File: src/rtl/if_fetch.sv
// Instruction fetch stage: credit-limited in-order requests to instruction memory, a small
// response FIFO toward IF/ID, and redirect handling. Define IF_FETCH_PERF_EN for perf counters.
module if_fetch #(
  parameter logic [31:0] RESET_PC  = 32'h0000_0000,
  parameter int unsigned MAX_OUTST = 2
) (
  input  logic        clk,
  input  logic        rst_n,
  input  logic        en,
  input  logic        stall,
  input  logic        redirect_valid,
  input  logic [31:0] redirect_pc,
  output logic        imem_req,
  output logic [31:0] imem_addr,
  input  logic        imem_gnt,
  input  logic        imem_rvalid,
  input  logic [31:0] imem_rdata,
  output logic        out_valid,
  output logic [31:0] out_pc,
  output logic [31:0] out_instr,
  output logic        flush_o
`ifdef IF_FETCH_PERF_EN
  ,
  output logic [31:0] fetch_cnt,
  output logic [31:0] stall_cnt
`endif
);

  localparam int unsigned CntW = $clog2(MAX_OUTST + 1);
  localparam int unsigned PtrW = (MAX_OUTST > 1) ? $clog2(MAX_OUTST) : 1;
  localparam int unsigned SumW = CntW + 1;
  localparam logic [SumW-1:0] CreditLim = SumW'(MAX_OUTST);
  localparam logic [PtrW-1:0] LastPtr = PtrW'(MAX_OUTST - 1);

  localparam logic [0:0] StIdle = 1'b0;
  localparam logic [0:0] StRun  = 1'b1;

  logic [0:0]      state_q, state_d;
  logic [31:0]     pc_q, pc_d;
  logic [CntW-1:0] outst_q, outst_d;
  logic [CntW-1:0] discard_q, discard_d;
  logic [CntW-1:0] cnt_q, cnt_d;
  logic [PtrW-1:0] rd_ptr_q, rd_ptr_d;
  logic [PtrW-1:0] wr_ptr_q, wr_ptr_d;
  logic [31:0]     buf_pc_q    [MAX_OUTST];
  logic [31:0]     buf_instr_q [MAX_OUTST];

  logic            fifo_empty;
  logic            credit_ok;
  logic            handshake;
  logic            push;
  logic            pop;
  logic [CntW-1:0] live;
  logic [31:0]     resp_pc;

  function automatic logic [PtrW-1:0] ptr_inc(input logic [PtrW-1:0] p);
    return (p == LastPtr) ? '0 : p + PtrW'(1);
  endfunction

  always_comb begin
    state_d = state_q;
    case (state_q)
      StIdle:  if (en) state_d = StRun;
      StRun:   if (!en) state_d = StIdle;
      default: state_d = StIdle;
    endcase
  end

  // Outstanding requests plus buffered entries never exceed the FIFO depth, so a
  // response always has a free slot waiting for it.
  assign fifo_empty = (cnt_q == '0);
  assign credit_ok  = ({1'b0, outst_q} + {1'b0, cnt_q}) < CreditLim;
  assign imem_req   = (state_q == StRun) & en & ~redirect_valid & credit_ok;
  assign imem_addr  = pc_q;
  assign handshake  = imem_req & imem_gnt;

  assign out_valid  = ~fifo_empty & en;
  assign out_pc     = fifo_empty ? '0 : buf_pc_q[rd_ptr_q];
  assign out_instr  = fifo_empty ? '0 : buf_instr_q[rd_ptr_q];
  assign pop        = out_valid & ~stall & ~redirect_valid;
  assign push       = imem_rvalid & (discard_q == '0) & ~redirect_valid;
  assign flush_o    = redirect_valid & rst_n;

  // Live (non-discarded) requests are consecutive words ending just below pc_q, so the
  // oldest one, which this response belongs to, sits live words back.
  assign live    = outst_q - discard_q;
  assign resp_pc = pc_q - (32'(live) << 2);

  always_comb begin
    outst_d = outst_q;
    if (handshake && !imem_rvalid) begin
      outst_d = outst_q + CntW'(1);
    end else if (!handshake && imem_rvalid) begin
      outst_d = outst_q - CntW'(1);
    end

    discard_d = discard_q;
    if (redirect_valid) begin
      // Everything still in flight after this cycle belongs to the old path.
      discard_d = imem_rvalid ? outst_q - CntW'(1) : outst_q;
    end else if (imem_rvalid && (discard_q != '0)) begin
      discard_d = discard_q - CntW'(1);
    end

    pc_d = pc_q;
    if (redirect_valid) begin
      pc_d = {redirect_pc[31:2], 2'b00};
    end else if (handshake) begin
      pc_d = pc_q + 32'd4;
    end
  end

  always_comb begin
    cnt_d    = cnt_q;
    rd_ptr_d = rd_ptr_q;
    wr_ptr_d = wr_ptr_q;
    if (redirect_valid) begin
      cnt_d    = '0;
      rd_ptr_d = '0;
      wr_ptr_d = '0;
    end else begin
      if (push) wr_ptr_d = ptr_inc(wr_ptr_q);
      if (pop)  rd_ptr_d = ptr_inc(rd_ptr_q);
      if (push && !pop) begin
        cnt_d = cnt_q + CntW'(1);
      end else if (!push && pop) begin
        cnt_d = cnt_q - CntW'(1);
      end
    end
  end

  always_ff @(posedge clk or negedge rst_n) begin
    if (!rst_n) begin
      state_q   <= StIdle;
      pc_q      <= RESET_PC;
      outst_q   <= '0;
      discard_q <= '0;
      cnt_q     <= '0;
      rd_ptr_q  <= '0;
      wr_ptr_q  <= '0;
    end else begin
      state_q   <= state_d;
      pc_q      <= pc_d;
      outst_q   <= outst_d;
      discard_q <= discard_d;
      cnt_q     <= cnt_d;
      rd_ptr_q  <= rd_ptr_d;
      wr_ptr_q  <= wr_ptr_d;
    end
  end

  // Storage needs no reset: the head is only visible while cnt_q is nonzero.
  always_ff @(posedge clk) begin
    if (push) begin
      buf_pc_q[wr_ptr_q]    <= resp_pc;
      buf_instr_q[wr_ptr_q] <= imem_rdata;
    end
  end

`ifdef IF_FETCH_PERF_EN
  always_ff @(posedge clk or negedge rst_n) begin
    if (!rst_n) begin
      fetch_cnt <= '0;
      stall_cnt <= '0;
    end else begin
      if (handshake && (fetch_cnt != 32'hFFFF_FFFF)) fetch_cnt <= fetch_cnt + 32'd1;
      if (out_valid && stall && (stall_cnt != 32'hFFFF_FFFF)) stall_cnt <= stall_cnt + 32'd1;
    end
  end
`endif

endmodule
File: config.mk
export PLATFORM = sky130hd
export DESIGN_NAME = if_fetch
export DESIGN_NICKNAME = d
export VERILOG_FILES = /design/src/rtl/if_fetch.sv
export SDC_FILE = /design/constraint.sdc
export NUM_CORES = 1
export LEC_CHECK = 0
export CAP_MARGIN = 15
export CORE_MARGIN = 2
export CORE_UTILIZATION = 35
export DETAILED_ROUTE_END_ITERATION = 10
export PLACE_DENSITY_LB_ADDON = 0.25
export RECOVER_POWER = 100
export SLEW_MARGIN = 0
export SYNTH_ARGS = -nofsm -noshare
export SYNTH_HDL_FRONTEND = slang
export SYNTH_SLANG_ARGS = --single-unit
File: constraint.sdc
create_clock -name clk -period 5.2 [get_ports clk]
set_input_delay 1.04 -clock clk [delete_from_list [all_inputs] [get_ports clk]]
set_output_delay 1.04 -clock clk [all_outputs]
set_load 0.05 [all_outputs]
======== Word-level counts from Yosys, hierarchy flattened ========
Memories as Yosys holds them, arrays and structs flattened.
Cells that the tools add are included.
W data, S select, Z words.
word-level totals
  memories ................................ 2
  memory bits (read-only) ................. 0
  bits in writable memories ............... 128
  input bits .............................. 71
  logic and storage cells ................. 73
  output and inout bits ................... 99
  register bits after elaboration ......... 41
  bits in latches ......................... 0
memories
  memory       words  bits a word  rd ports  clocked after memory_dff  write ports  line  RTL
  buf_instr_q  2      32           1         0                         1            46    logic [31:0] buf_instr_q [MAX_OUTST];
  buf_pc_q     2      32           1         0                         1            45    logic [31:0] buf_pc_q [MAX_OUTST];
cells by class
  equality and inequality tests ........... 0
  shift operators ......................... 0
  $add $sub $neg .......................... 11
  $mul .................................... 0
  divide/modulo/power cells ............... 0
  order comparisons ....................... 1
  bitwise operators ....................... 13
  mux-type cells .......................... 21
  reductions and logical operators ........ 18
operators with widths
  kind                     count
  $mux W32                 4
  $add A32 B3 Y32 const B  1
  $sub A32 B4 Y32          1
  $mux W2                  8
  $reduce_bool A2 Y1       6
  $and A1 B1 Y1            10
  $mux W1                  9
  $sub A2 B1 Y2 const B    3
  $logic_and A1 B1 Y1      5
  $add A2 B1 Y2 const B    2
  $logic_not A1 Y1         4
  $logic_not A2 Y1         2
  $add A2 B2 Y3            1
  $lt A3 B2 Y1 const B     1
  $not A1 Y1               3
  $reduce_bool A3 Y1       1
  $add A1 B1 Y1 const B    2
  $sub A2 B2 Y2            1

======== Logic depth before layout (Yosys ltp) ========
Gate-level depths: netlist of run 1.
  depth after elaboration ................. 9
  depth in mapped cells ................... 10
  depth with buffers taken out ............ 10

======== Worst setup path before layout of run 1 ========
No wires, ideal clock.
  path type ............................... input -> register
  from .................................... input redirect_valid
  to ...................................... memory buf_instr_q[0][0], enable pin
  library setup time ...................... 483 ps
  cell stages on the path ................. 4
  path buffers ............................ 1
  data arrival time ....................... 4057 ps
  data required time ...................... 4717 ps
  setup slack ............................. 660 ps
  cell sequence ........................... clkbuf_1 > nor2b_1 > nand2_1 > nor2_1
on the way
  longest elaborated chain between the ends .. 4
ends and longest elaborated chain
  element                        line  RTL
  from (decl)                    11    input logic redirect_valid,
  $not A1 Y1                     81    assign push = imem_rvalid & (discard_q == '0) & ~redirect_valid;
  $and A1 B1 Y1                  81
  $mux W1                        154   if (push) begin
  $mux W1 (not written as such)  156   buf_instr_q[wr_ptr_q] <= imem_rdata;
  to (decl)                      46
No other way between the ends.

======== Final worst setup path of run 1 ========
  from .................................... register rd_ptr_q
  to ...................................... output out_instr[24]
on the way
  longest elaborated chain between the ends .. 2
ends and longest elaborated chain
  element                 line  RTL
  from (decl)             43    logic [PtrW-1:0] rd_ptr_q, rd_ptr_d;
  from (signal assigned)  147   rd_ptr_q <= rd_ptr_d;
  $mem_v2 Z2 W32          -
  $mux W32                79    assign out_instr = fifo_empty ? '0 : buf_instr_q[rd_ptr_q];
  to (decl)               20    output logic [31:0] out_instr,
No other way between the ends.

==> results of run 1 <==
-- state kept, by name (all words and copies together), names as in the netlist --
name and count:
imem_addr 30, state_q 1, cnt_q 2, buf_pc_q 60, buf_instr_q 64, outst_q 2
rd_ptr_q 1, discard_q 2, wr_ptr_q 1
-- per-layer routing --
layer / up-vias / wire, µm / global-route usage
met1: 2565 / 8140 / 0.207
met2: 179 / 7960 / 0.241
met3: 15 / 915 / 0.0356
met4: 0 / 201 / 0.0463
met5: - / 0 / 0
li1: 2625 / - / -
-- power groups by stage --
| stage | clock network, mW | registers, mW | logic [mW] |
|---|---|---|---|
| floorplan | 0 | 1.72 | 0.678 |
| global placement | 0 | 1.69 | 1.04 |
| detailed placement | 0 | 1.69 | 1.05 |
| CTS | 1.19 | 1.67 | 1.06 |
| global route | 1.25 | 1.68 | 1.07 |
| finish | 1.15 | 1.66 | 0.979 |
-- kinds of logic (layout without fill, tap and decap cells) --
family | Yosys count | after routing
flops | 163 | 163
buf+inv | 63 | 221
fa+ha+maj | 8 | 8
other cells | 1 | 4
mux | 64 | 64
xor+xnor | 38 | 38
simple gates | 242 | 242
compound gates | 64 | 64
-- worst max-delay path, cell delays in order, from the launching register on --
cell,delay [ps]
dfrtp_2,1420
buf_4,370
mux2i_1,90
nor2_1,80
dlygate4sd3_1,880
-- placed cells by master, fill, tap and decap left out, drive strengths merged, types with 7 or more instances in the layout --
cell type      netlist  final
clkbuf              26     24
edfxtp             124    124
xnor2               16     16
a21oi                9      9
o211ai               9      9
nor2                97     97
nand2               57     57
nand4               12     12
xor2                22     22
inv                 16     23
nor3                 9      9
dfrtp               39     39
clkdlybuf4s50        0     34
nand3               22     22
or3                  7      7
o21ai               16     16
dlygate4sd3          0    128
mux2i               64     64
o311ai               8      8
-- worst max-delay path by stage --
stage                                 startpoint                          end  slack (ps)
after floorplan                   redirect_valid  buf_instr_q[0][0]$_DFFE_PP_         660
after global placement                        en                     imem_req        1360
after detailed placement                      en                     imem_req        1360
after CTS                   rd_ptr_q$_DFFE_PN0P_                out_instr[30]        1240
after global routing      outst_q[0]$_DFFE_PN0P_    buf_pc_q[0][31]$_DFFE_PP_         590
final                       rd_ptr_q$_DFFE_PN0P_                out_instr[24]         850
-- area by class of cell --
| class | instances | area share |
|---|---|---|
| Tap cell | 280 | 0.0347 |
| Sequential cell | 163 | 0.466 |
| Multi-Input combinational cell | 420 | 0.271 |
| Clock inverter | 13 | 0.00992 |
| Inverter | 16 | 0.00595 |
| Timing Repair Buffer | 173 | 0.168 |
| Clock buffer | 19 | 0.0439 |
==> flow_metrics.py, run 1 <==
metrics = {
    "routing": {
        "vias": 5384,
        "drt_pass1_iterations": 4,
        "routed_wirelength_um": 17200,
        "drt-initial-drc-count": 260,
        "viasPerCell": 4.97,
        "drc": 0,
        "drtAntennaViolNets": 0,
        "post_drt_wl_per_cell_um": 15.9,
    },
    "worst_setup_path": {
        "cp-end-kind": "output port",
        "worst_r2r_startpoint": "outst_q[0]$_DFFE_PN0P_",
        "critPathLaunchType": "flop",
        "r2r_cells": 10,
        "r2r_end": "buf_pc_q[0][31]$_DFFE_PP_",
        "critPathArrivalTime_ps": 3310,
        "worstPathRequired_ps": 4160,
        "crit_type": "reg -> out",
        "rrSetupSlack_ps": 1140,
        "cp_max_fo": 53,
    },
    "worst_hold_path": {
        "hold-path-endpoint": "outst_q[0]$_DFFE_PN0P_",
        "holdPathStages": 1,
        "hp-class": "reg -> reg",
        "hold_path.startpoint": "outst_q[0]$_DFFE_PN0P_",
    },
    "pwr": {
        "power.switching_mw": 1.27,
        "p_int_mw": 2.52,
        "p_clk_frac": 0.303,
        "seq_power_share": 0.438,
        "leakage_nw": 3.70,
        "power_mw": 3.79,
        "p_comb_frac": 0.258,
        "power_per_cell_area_nw_per_um2": 376,
        "p_sw_frac": 0.335,
        "peakVddDrop_uv": 193,
    },
    "sta": {
        "setup_tns_ps": 0,
        "finalWorstSetupSlack_ps": 847,
        "final-setup-viol-count": 0,
        "grt_setup_unrepaired": "no",
        "worst_pin_slew_ps": 2130,
        "timing.slew.headroom": -0.422,
        "finalHoldViolations": 0,
        "slew_viol_final": 145,
        "skew_ps": 13.7,
        "fin_crit_ps": 4350,
        "fin_hold_ws_ps": 601,
        "finalCritPeriodShare": 0.837,
        "timing.fmax_ghz": 0.230,
    },
    "floorplan": {
        "die_w_um": 153,
        "die_height_um": 153,
        "start_util": 0.356,
        "core_area_um2": 21800,
        "die_area_um2": 23300,
        "io_pins": 170,
        "rows": 54,
    },
    "clock_network": {
        "hold_buffers": 0,
        "htree_levels": 4,
        "cts_num_sinks": 163,
        "cts-resized-gates": 0,
        "tritoncts": "yes",
        "clkTransAtPathRegs_ps": 70,
        "cts-buffers-inserted": 17,
        "cts_setup_buffers": 0,
        "cts-root-buf": "clkbuf_16",
        "clk_latency_ps": 420,
        "clockBufferDepth": 2,
    },
    "synthesis": {
        "synthTopCellsByCount": "edfxtp_1, nor2_1, mux2i_1, nand2_1, dfrtp_1",
        "yosysTopAreaCellShare": 0.481,
        "synth-simple-area-share": 0.153,
        "synth_edf_count": 124,
        "synthXorXnorAreaFrac": 0.0430,
        "synth_top_family_by_area": "simple AND/OR/NAND/NOR gates",
        "ys.flop_type": "edfxtp_1",
        "syn_area_um2": 7740,
        "yosysTopAreaCell": "edfxtp_1",
        "syn_area_per_cell_um2": 12.0,
        "yosysSeqAreaShare": 0.607,
        "ys_top_cells_by_area": "edfxtp_1, dfrtp_1, mux2i_1",
        "yosys-mux-area-fraction": 0.0828,
        "postSynth.asyncResetShare": 0.239,
        "synth_warnings": 0,
        "synth_compound_area_frac": 0.0608,
        "synth_cells": 643,
        "synth_most_common_cell": "edfxtp_1",
        "ys_types": 55,
        "ys_ff_latch": 163,
        "synthAdderAreaFrac": 0.0149,
    },
    "final_layout": {
        "antennaDiodeCount": 0,
        "final_cells": 1084,
        "multi_input_area_um2": 2740,
        "seqCellArea_um2": 4700,
        "fin_area_um2": 10100,
        "areaGrowthSynthToFinish_pct": 30.4,
        "fin_nets": 870,
        "post-route-util": 0.464,
        "drive_gt1_frac": 0.0585,
        "n_fill_cell": 2037,
    },
    "place": {
        "post-place-ws_ps": 1360,
        "numPortBuffers": 163,
        "dpl-instance-area_um2": 9610,
        "hpwl_um": 11700,
        "gp_congestion": 0.859,
        "dpl.cell_count": 1052,
    },
    "global_routing": {
        "grt_pass1_wl_um": 28200,
        "grt_pass1_vias": 5337,
        "grt_max_degree": 63,
        "antenna_found_initial": 0,
        "overflow": 0,
        "gr-usage-all-layers": 0.152,
    },
    "outcome": {
        "status": "finished with violations",
        "violations": "max-capacitance violations, max-slew violations",
    },
    "flow_run": {
        "maxCapViolations": 4,
    },
}
Power figures use the tool's default switching activity.
==> run 2, diff against run 1 <==
==> constraint.sdc (replaced) <==
create_clock -name clk -period 3.5 [get_ports clk]
set_input_delay 0.7 -clock clk [delete_from_list [all_inputs] [get_ports clk]]
set_output_delay 0.7 -clock clk [all_outputs]
set_load 0.05 [all_outputs]
==> flow_metrics.py, run 2 (synthesized netlist as in run 1, its figures left out) <==
metrics = {
    "final_layout": {
        "areaGrowthSynthToFinish_pct": 31.6,
        "drive_gt1_frac": 0.0635,
        "regMostFlops": "buf_instr_q",
        "largest_register_ffs": 64,
        "fin_nets": 869,
        "final_cells": 1083,
        "fin_area_um2": 10200,
        "final_common_cell": "dlygate4sd3_1",
        "n_fill_cell": 2003,
        "antennaDiodeCount": 0,
        "mostFrequentLayoutCells": "dlygate4sd3_1, edfxtp_1, nor2_1, mux2i_1, nand2_1",
    },
    "pwr": {
        "leakage_nw": 3.73,
        "p_int_mw": 3.91,
        "p_clk_frac": 0.317,
        "power.switching_mw": 1.94,
        "power_per_cell_area_nw_per_um2": 575,
        "peakVddDrop_uv": 366,
        "seq_power_share": 0.421,
        "p_comb_frac": 0.262,
        "p_sw_frac": 0.332,
    },
    "floorplan": {
        "core_area_um2": 21800,
        "die_height_um": 153,
        "io_pins": 170,
        "die_area_um2": 23300,
        "rows": 54,
        "start_util": 0.356,
        "die_w_um": 153,
    },
    "sta": {
        "timing.slew.headroom": -0.514,
        "final-setup-viol-count": 0,
        "timing.fmax_ghz": 0.308,
        "slew_viol_final": 103,
        "skew_ps": 17.0,
        "finalCritPeriodShare": 0.928,
        "finalHoldViolations": 0,
        "worst_pin_slew_ps": 2270,
        "fin_crit_ps": 3250,
        "grt_setup_unrepaired": "no",
        "setup_tns_ps": 0,
        "fin_hold_ws_ps": 608,
    },
    "clock_network": {
        "hold_buffers": 0,
        "cts-buffers-inserted": 17,
        "clockBufferDepth": 2,
        "cts-root-buf": "clkbuf_16",
        "clkTransAtPathRegs_ps": 70,
        "cts_setup_buffers": 0,
        "tritoncts": "yes",
        "htree_levels": 4,
        "cts_num_sinks": 163,
        "clk_latency_ps": 430,
        "cts-resized-gates": 0,
    },
    "routing": {
        "drt_pass1_iterations": 4,
        "drt-met1-wl_um": 8220,
        "routed_wirelength_um": 17700,
        "vias": 5404,
        "top_layer_used": "met4",
        "wl_met2_um": 8210,
        "viasPerCell": 4.99,
        "drt-initial-drc-count": 264,
        "post_drt_wl_per_cell_um": 16.3,
        "drtAntennaViolNets": 0,
        "dr_wl_met3_um": 1110,
        "drc": 0,
    },
    "global_routing": {
        "grt_pass1_wl_um": 28400,
        "gr-usage-all-layers": 0.154,
        "overflow": 0,
        "grt_max_degree": 63,
        "antenna_found_initial": 0,
        "grt_pass1_vias": 5285,
    },
    "worst_setup_path": {
        "critPathLaunchType": "flop",
        "cp-startpoint": "rd_ptr_q$_DFFE_PN0P_",
        "critPathArrivalTime_ps": 2550,
        "worstPathRequired_ps": 2800,
        "cp-end-kind": "output port",
        "r2r_cells": 10,
        "crit_path_cell_trace": "buf_4 -> mux2i_1 -> nor2_1 -> dlygate4sd3_1",
        "crit_type": "reg -> out",
        "cpMaxStageDelayCell": "dlygate4sd3_1",
        "critPathMaxStageDelay_ps": 880,
        "r2r_end": "buf_pc_q[0][31]$_DFFE_PP_",
        "cp_max_fo": 21,
        "cp_num_buf_inv": 2,
        "critical_path.top_delay_family": "buffers and inverters",
        "rrSetupSlack_ps": 450,
        "worst_r2r_startpoint": "outst_q[0]$_DFFE_PN0P_",
    },
    "worst_hold_path": {
        "holdPathStages": 1,
        "hp-class": "reg -> reg",
        "hold-path-endpoint": "outst_q[0]$_DFFE_PN0P_",
        "hold_path.startpoint": "outst_q[0]$_DFFE_PN0P_",
    },
    "outcome": {
        "status": "finished with violations",
        "violations": "max-capacitance violations, max-slew violations",
    },
    "place": {
        "dpl-instance-area_um2": 9660,
        "gp_congestion": 0.789,
        "hpwl_um": 11800,
        "numPortBuffers": 163,
        "dpl.cell_count": 1051,
    },
    "flow_run": {
        "maxCapViolations": 2,
    },
}
## run 2: cell count changes in the layout (fill, tap and decap cells not counted), sizes merged
cell	before	now
clkbuf	24	26
dlygate4sd3	128	127
bufinv	0	1
clkdlybuf4s50	34	33
inv	23	22
clkinv	5	4
## run 2: through the flow
stage	util	setup slack, ps	power, mW
finish	0.468	252	5.85
global route	0.468	71.9	6.15
CTS	0.471	224	6.00
detailed placement	0.444	488	4.11
global placement	0.444	510	4.10
floorplan	-	348	3.56
## run 2: worst max-delay path by stage
stage | endpoint | slack, ps | cells after the start
after floorplan | buf_instr_q[0][0]$_DFFE_PP_ | 350 | 4
after global placement | buf_pc_q[0][31]$_DFFE_PP_ | 510 | 10
after detailed placement | buf_pc_q[0][31]$_DFFE_PP_ | 490 | 10
after CTS | out_instr[7] | 220 | 4
after global routing | buf_instr_q[0][27]$_DFFE_PP_ | 70 | 6
final | out_pc[23] | 250 | 4
## run 2: cell type report
cell class                      instances  area, µm²  share of cell area
Clock inverter                         12        115              0.0113
Sequential cell                       163       4700               0.462
Tap cell                              280        350              0.0344
Multi-Input combinational cell        420       2760               0.271
Inverter                               16       60.1             0.00590
Clock buffer                           20        479              0.0471
Timing Repair Buffer                  172       1710               0.168
## run 2: power by group through the flow
stage | combinational (mW) | clock, mW | sequential [mW]
2_1_floorplan | 1.01 | 0 | 2.55
3_3_place_gp | 1.60 | 0 | 2.50
3_5_place_dp | 1.61 | 0 | 2.50
4_1_cts | 1.63 | 1.91 | 2.46
5_1_grt | 1.67 | 1.99 | 2.49
6_report | 1.53 | 1.86 | 2.46
## run 2: worst reg2reg max path: stages (launching register included)
cell and delay [ps]:
dfrtp_1 460, inv_1 80, ha_1 210, xnor2_1 130
xnor2_1 260, inv_1 80, ha_1 340, a2111oi_4 580
nand3_4 180, nor4_2 330, xor2_1 130
## run 2: routing by layer
| layer | global-route usage | up-vias |
|---|---|---|
| met5 | 0 | - |
| met4 | 0.0348 | 0 |
| met3 | 0.0466 | 12 |
| met2 | 0.246 | 171 |
| met1 | 0.208 | 2606 |
| li1 | - | 2615 |
==> run 3, diff against run 2 <==
--- a/config.mk
+++ b/config.mk
@@ -5,7 +5,8 @@
 export SDC_FILE = /design/constraint.sdc
 export NUM_CORES = 1
 export LEC_CHECK = 0
-export CAP_MARGIN = 15
+export ABC_AREA = 1
+export CAP_MARGIN = 20
 export CORE_MARGIN = 2
 export CORE_UTILIZATION = 35
 export DETAILED_ROUTE_END_ITERATION = 10
==> flow_metrics.py, run 3 <==
metrics = {
    "outcome": {
        "status": "finished with violations",
        "violations": "max-capacitance violations, max-slew violations",
    },
    "synthesis": {
        "synth_warnings": 0,
        "yosysSeqAreaShare": 0.560,
        "synthTopCellsByCount": "nand2_1, edfxtp_1, nor2_1, inv_1, a21oi_1",
        "ys_types": 36,
        "synth_cells": 948,
        "postSynth.asyncResetShare": 0.239,
        "yosysTopAreaCellShare": 0.444,
        "syn_area_per_cell_um2": 8.86,
        "synth_most_common_cell": "nand2_1",
        "ys_top_cells_by_area": "edfxtp_1, nand2_1, dfrtp_1",
        "synth_edf_count": 124,
        "syn_area_um2": 8400,
        "ys_ff_latch": 163,
        "yosysTopAreaCell": "edfxtp_1",
        "ys.flop_type": "edfxtp_1",
    },
    "global_routing": {
        "grt_pass1_vias": 6134,
        "antenna_found_initial": 0,
        "grt_pass1_wl_um": 33700,
        "overflow": 0,
        "grt_max_degree": 63,
        "gr-usage-all-layers": 0.170,
    },
    "floorplan": {
        "die_area_um2": 25200,
        "die_w_um": 159,
        "die_height_um": 159,
        "start_util": 0.357,
        "rows": 56,
        "io_pins": 170,
        "core_area_um2": 23500,
    },
    "place": {
        "dpl-instance-area_um2": 10400,
        "numPortBuffers": 163,
        "hpwl_um": 14800,
        "gp_congestion": 0.891,
    },
    "sta": {
        "slew_viol_final": 103,
        "timing.fmax_ghz": 0.325,
        "timing.slew.headroom": -0.475,
        "grt_setup_unrepaired": "no",
        "fin_crit_ps": 3080,
        "finalCritPeriodShare": 0.880,
        "finalHoldViolations": 0,
        "final-setup-viol-count": 0,
        "skew_ps": 23.1,
        "setup_tns_ps": 0,
        "worst_pin_slew_ps": 2210,
    },
    "worst_setup_path": {
        "cp-end-kind": "flop",
        "worstPathRequired_ps": 3510,
        "critPathLaunchType": "primary input",
        "crit_type": "in -> reg",
        "critPathArrivalTime_ps": 3090,
        "cp_max_fo": 62,
    },
    "clock_network": {
        "clockBufferDepth": 2,
        "htree_levels": 4,
        "cts_num_sinks": 163,
        "hold_buffers": 0,
        "clk_latency_ps": 430,
        "cts-buffers-inserted": 17,
        "cts_setup_buffers": 0,
        "tritoncts": "yes",
        "cts-root-buf": "clkbuf_16",
        "clkTransAtPathRegs_ps": 70,
        "cts-resized-gates": 0,
    },
    "pwr": {
        "power_per_cell_area_nw_per_um2": 625,
        "peakVddDrop_uv": 224,
        "power.switching_mw": 2.69,
        "leakage_nw": 4.12,
        "p_sw_frac": 0.415,
        "p_comb_frac": 0.351,
        "seq_power_share": 0.389,
        "p_int_mw": 3.79,
        "p_clk_frac": 0.260,
    },
    "final_layout": {
        "final_common_cell": "nand2_1",
        "mostFrequentLayoutCells": "nand2_1, edfxtp_1, nor2_1, inv_1",
        "drive_gt1_frac": 0.0611,
        "antennaDiodeCount": 0,
        "fin_nets": 1179,
        "multi_input_area_um2": 3140,
        "seqCellArea_um2": 4700,
        "largest_register_ffs": 64,
        "fin_area_um2": 10400,
        "post-route-util": 0.441,
        "n_fill_cell": 2367,
        "regMostFlops": "buf_instr_q",
        "areaGrowthSynthToFinish_pct": 23.6,
    },
    "routing": {
        "vias": 6639,
        "drt_pass1_iterations": 5,
        "routed_wirelength_um": 21500,
        "drtAntennaViolNets": 0,
        "viasPerCell": 4.64,
        "drc": 0,
        "post_drt_wl_per_cell_um": 15.0,
        "drt-initial-drc-count": 479,
    },
    "flow_run": {
        "maxCapViolations": 2,
    },
    "worst_hold_path": {
        "hp-class": "reg -> reg",
    },
}
run 3: cell count changes in the layout (fill, tap and decap cells not counted), sizes merged, moves of 8 or more:
cell,delta
o21ai,+12
nand2,+286
dlygate4sd3,-61
a21oi,+57
clkbuf,+58
inv,+65
nand3,+33
mux2i,-64
o311ai,-8
xnor2,-9
run 3: power groups by stage:
stage | sequential [mW] | clock (mW) | combinational, mW
after floorplan | 2.65 | 0 | 1.60
after global placement | 2.56 | 0 | 2.60
after detailed placement | 2.56 | 0 | 2.63
after CTS | 2.52 | 1.73 | 2.64
after global routing | 2.55 | 1.83 | 2.46
final | 2.52 | 1.68 | 2.28
run 3: path summary, 6_finish.rpt:
path                                   startpoint                     endpoint  slack (ps)  cells past startpoint
max                                redirect_valid  buf_instr_q[1][7]$_DFFE_PP_         420                      6
min                        outst_q[0]$_DFFE_PN0P_       outst_q[0]$_DFFE_PN0P_         580                      1
max reg2reg                outst_q[0]$_DFFE_PN0P_    buf_pc_q[0][29]$_DFFE_PP_         520                     13
min reg2reg                outst_q[0]$_DFFE_PN0P_       outst_q[0]$_DFFE_PN0P_         580                      1
max in group asynchronous                   rst_n         rd_ptr_q$_DFFE_PN0P_         880                      2
min in group asynchronous                   rst_n    imem_addr[27]$_DFFE_PN0N_        1170                      2
run 3: cells by family (layout without fill, tap and decap cells):
group,Yosys count,after routing,share of synthesized area
xor+xnor,36,36,0.0376
flops,163,163,0.560
compound gates,103,103,0.0641
other cells,1,4,0.000447
simple gates,511,511,0.258
buf+inv,126,288,0.0660
fa+ha+maj,8,8,0.0137
run 3: cell type report:
class / count / area share
sequential: 163 / 0.453
multi-input combinational: 662 / 0.302
timing repair buffer: 173 / 0.124
clock buffer: 17 / 0.0410
tap: 319 / 0.0385
inverter: 83 / 0.0300
clock inverter: 15 / 0.0105
run 3: per-layer routing:
| layer | GRT usage | part of all wire | up-vias |
|---|---|---|---|
| met5 | 0 | 0 | - |
| met4 | 0.0508 | 0.018 | 0 |
| met3 | 0.0340 | 0.046 | 23 |
| met2 | 0.269 | 0.46 | 193 |
| met1 | 0.237 | 0.47 | 3062 |
| li1 | - | - | 3361 |
run 3: critical path, cell delays in order:
cell	delay, ps
dlygate4sd3_1	660
inv_1	120
buf_4	180
nand2_1	100
nor2_4	80
clkbuf_2	1210
run 3: per-stage QoR:
| stage | cells | hold WS, ps | worst slack [ps] | power (mW) |
|---|---|---|---|---|
| 6_report | 1432 | 581 | 419 | 6.48 |
| 2_1_floorplan | 951 | 404 | 470 | 4.26 |
| 3_5_place_dp | 1400 | 570 | 571 | 5.19 |
| 4_1_cts | 1432 | 451 | 568 | 6.89 |
| 5_1_grt | 1432 | 615 | 263 | 6.84 |
| 3_3_place_gp | 1400 | 556 | 576 | 5.16 |
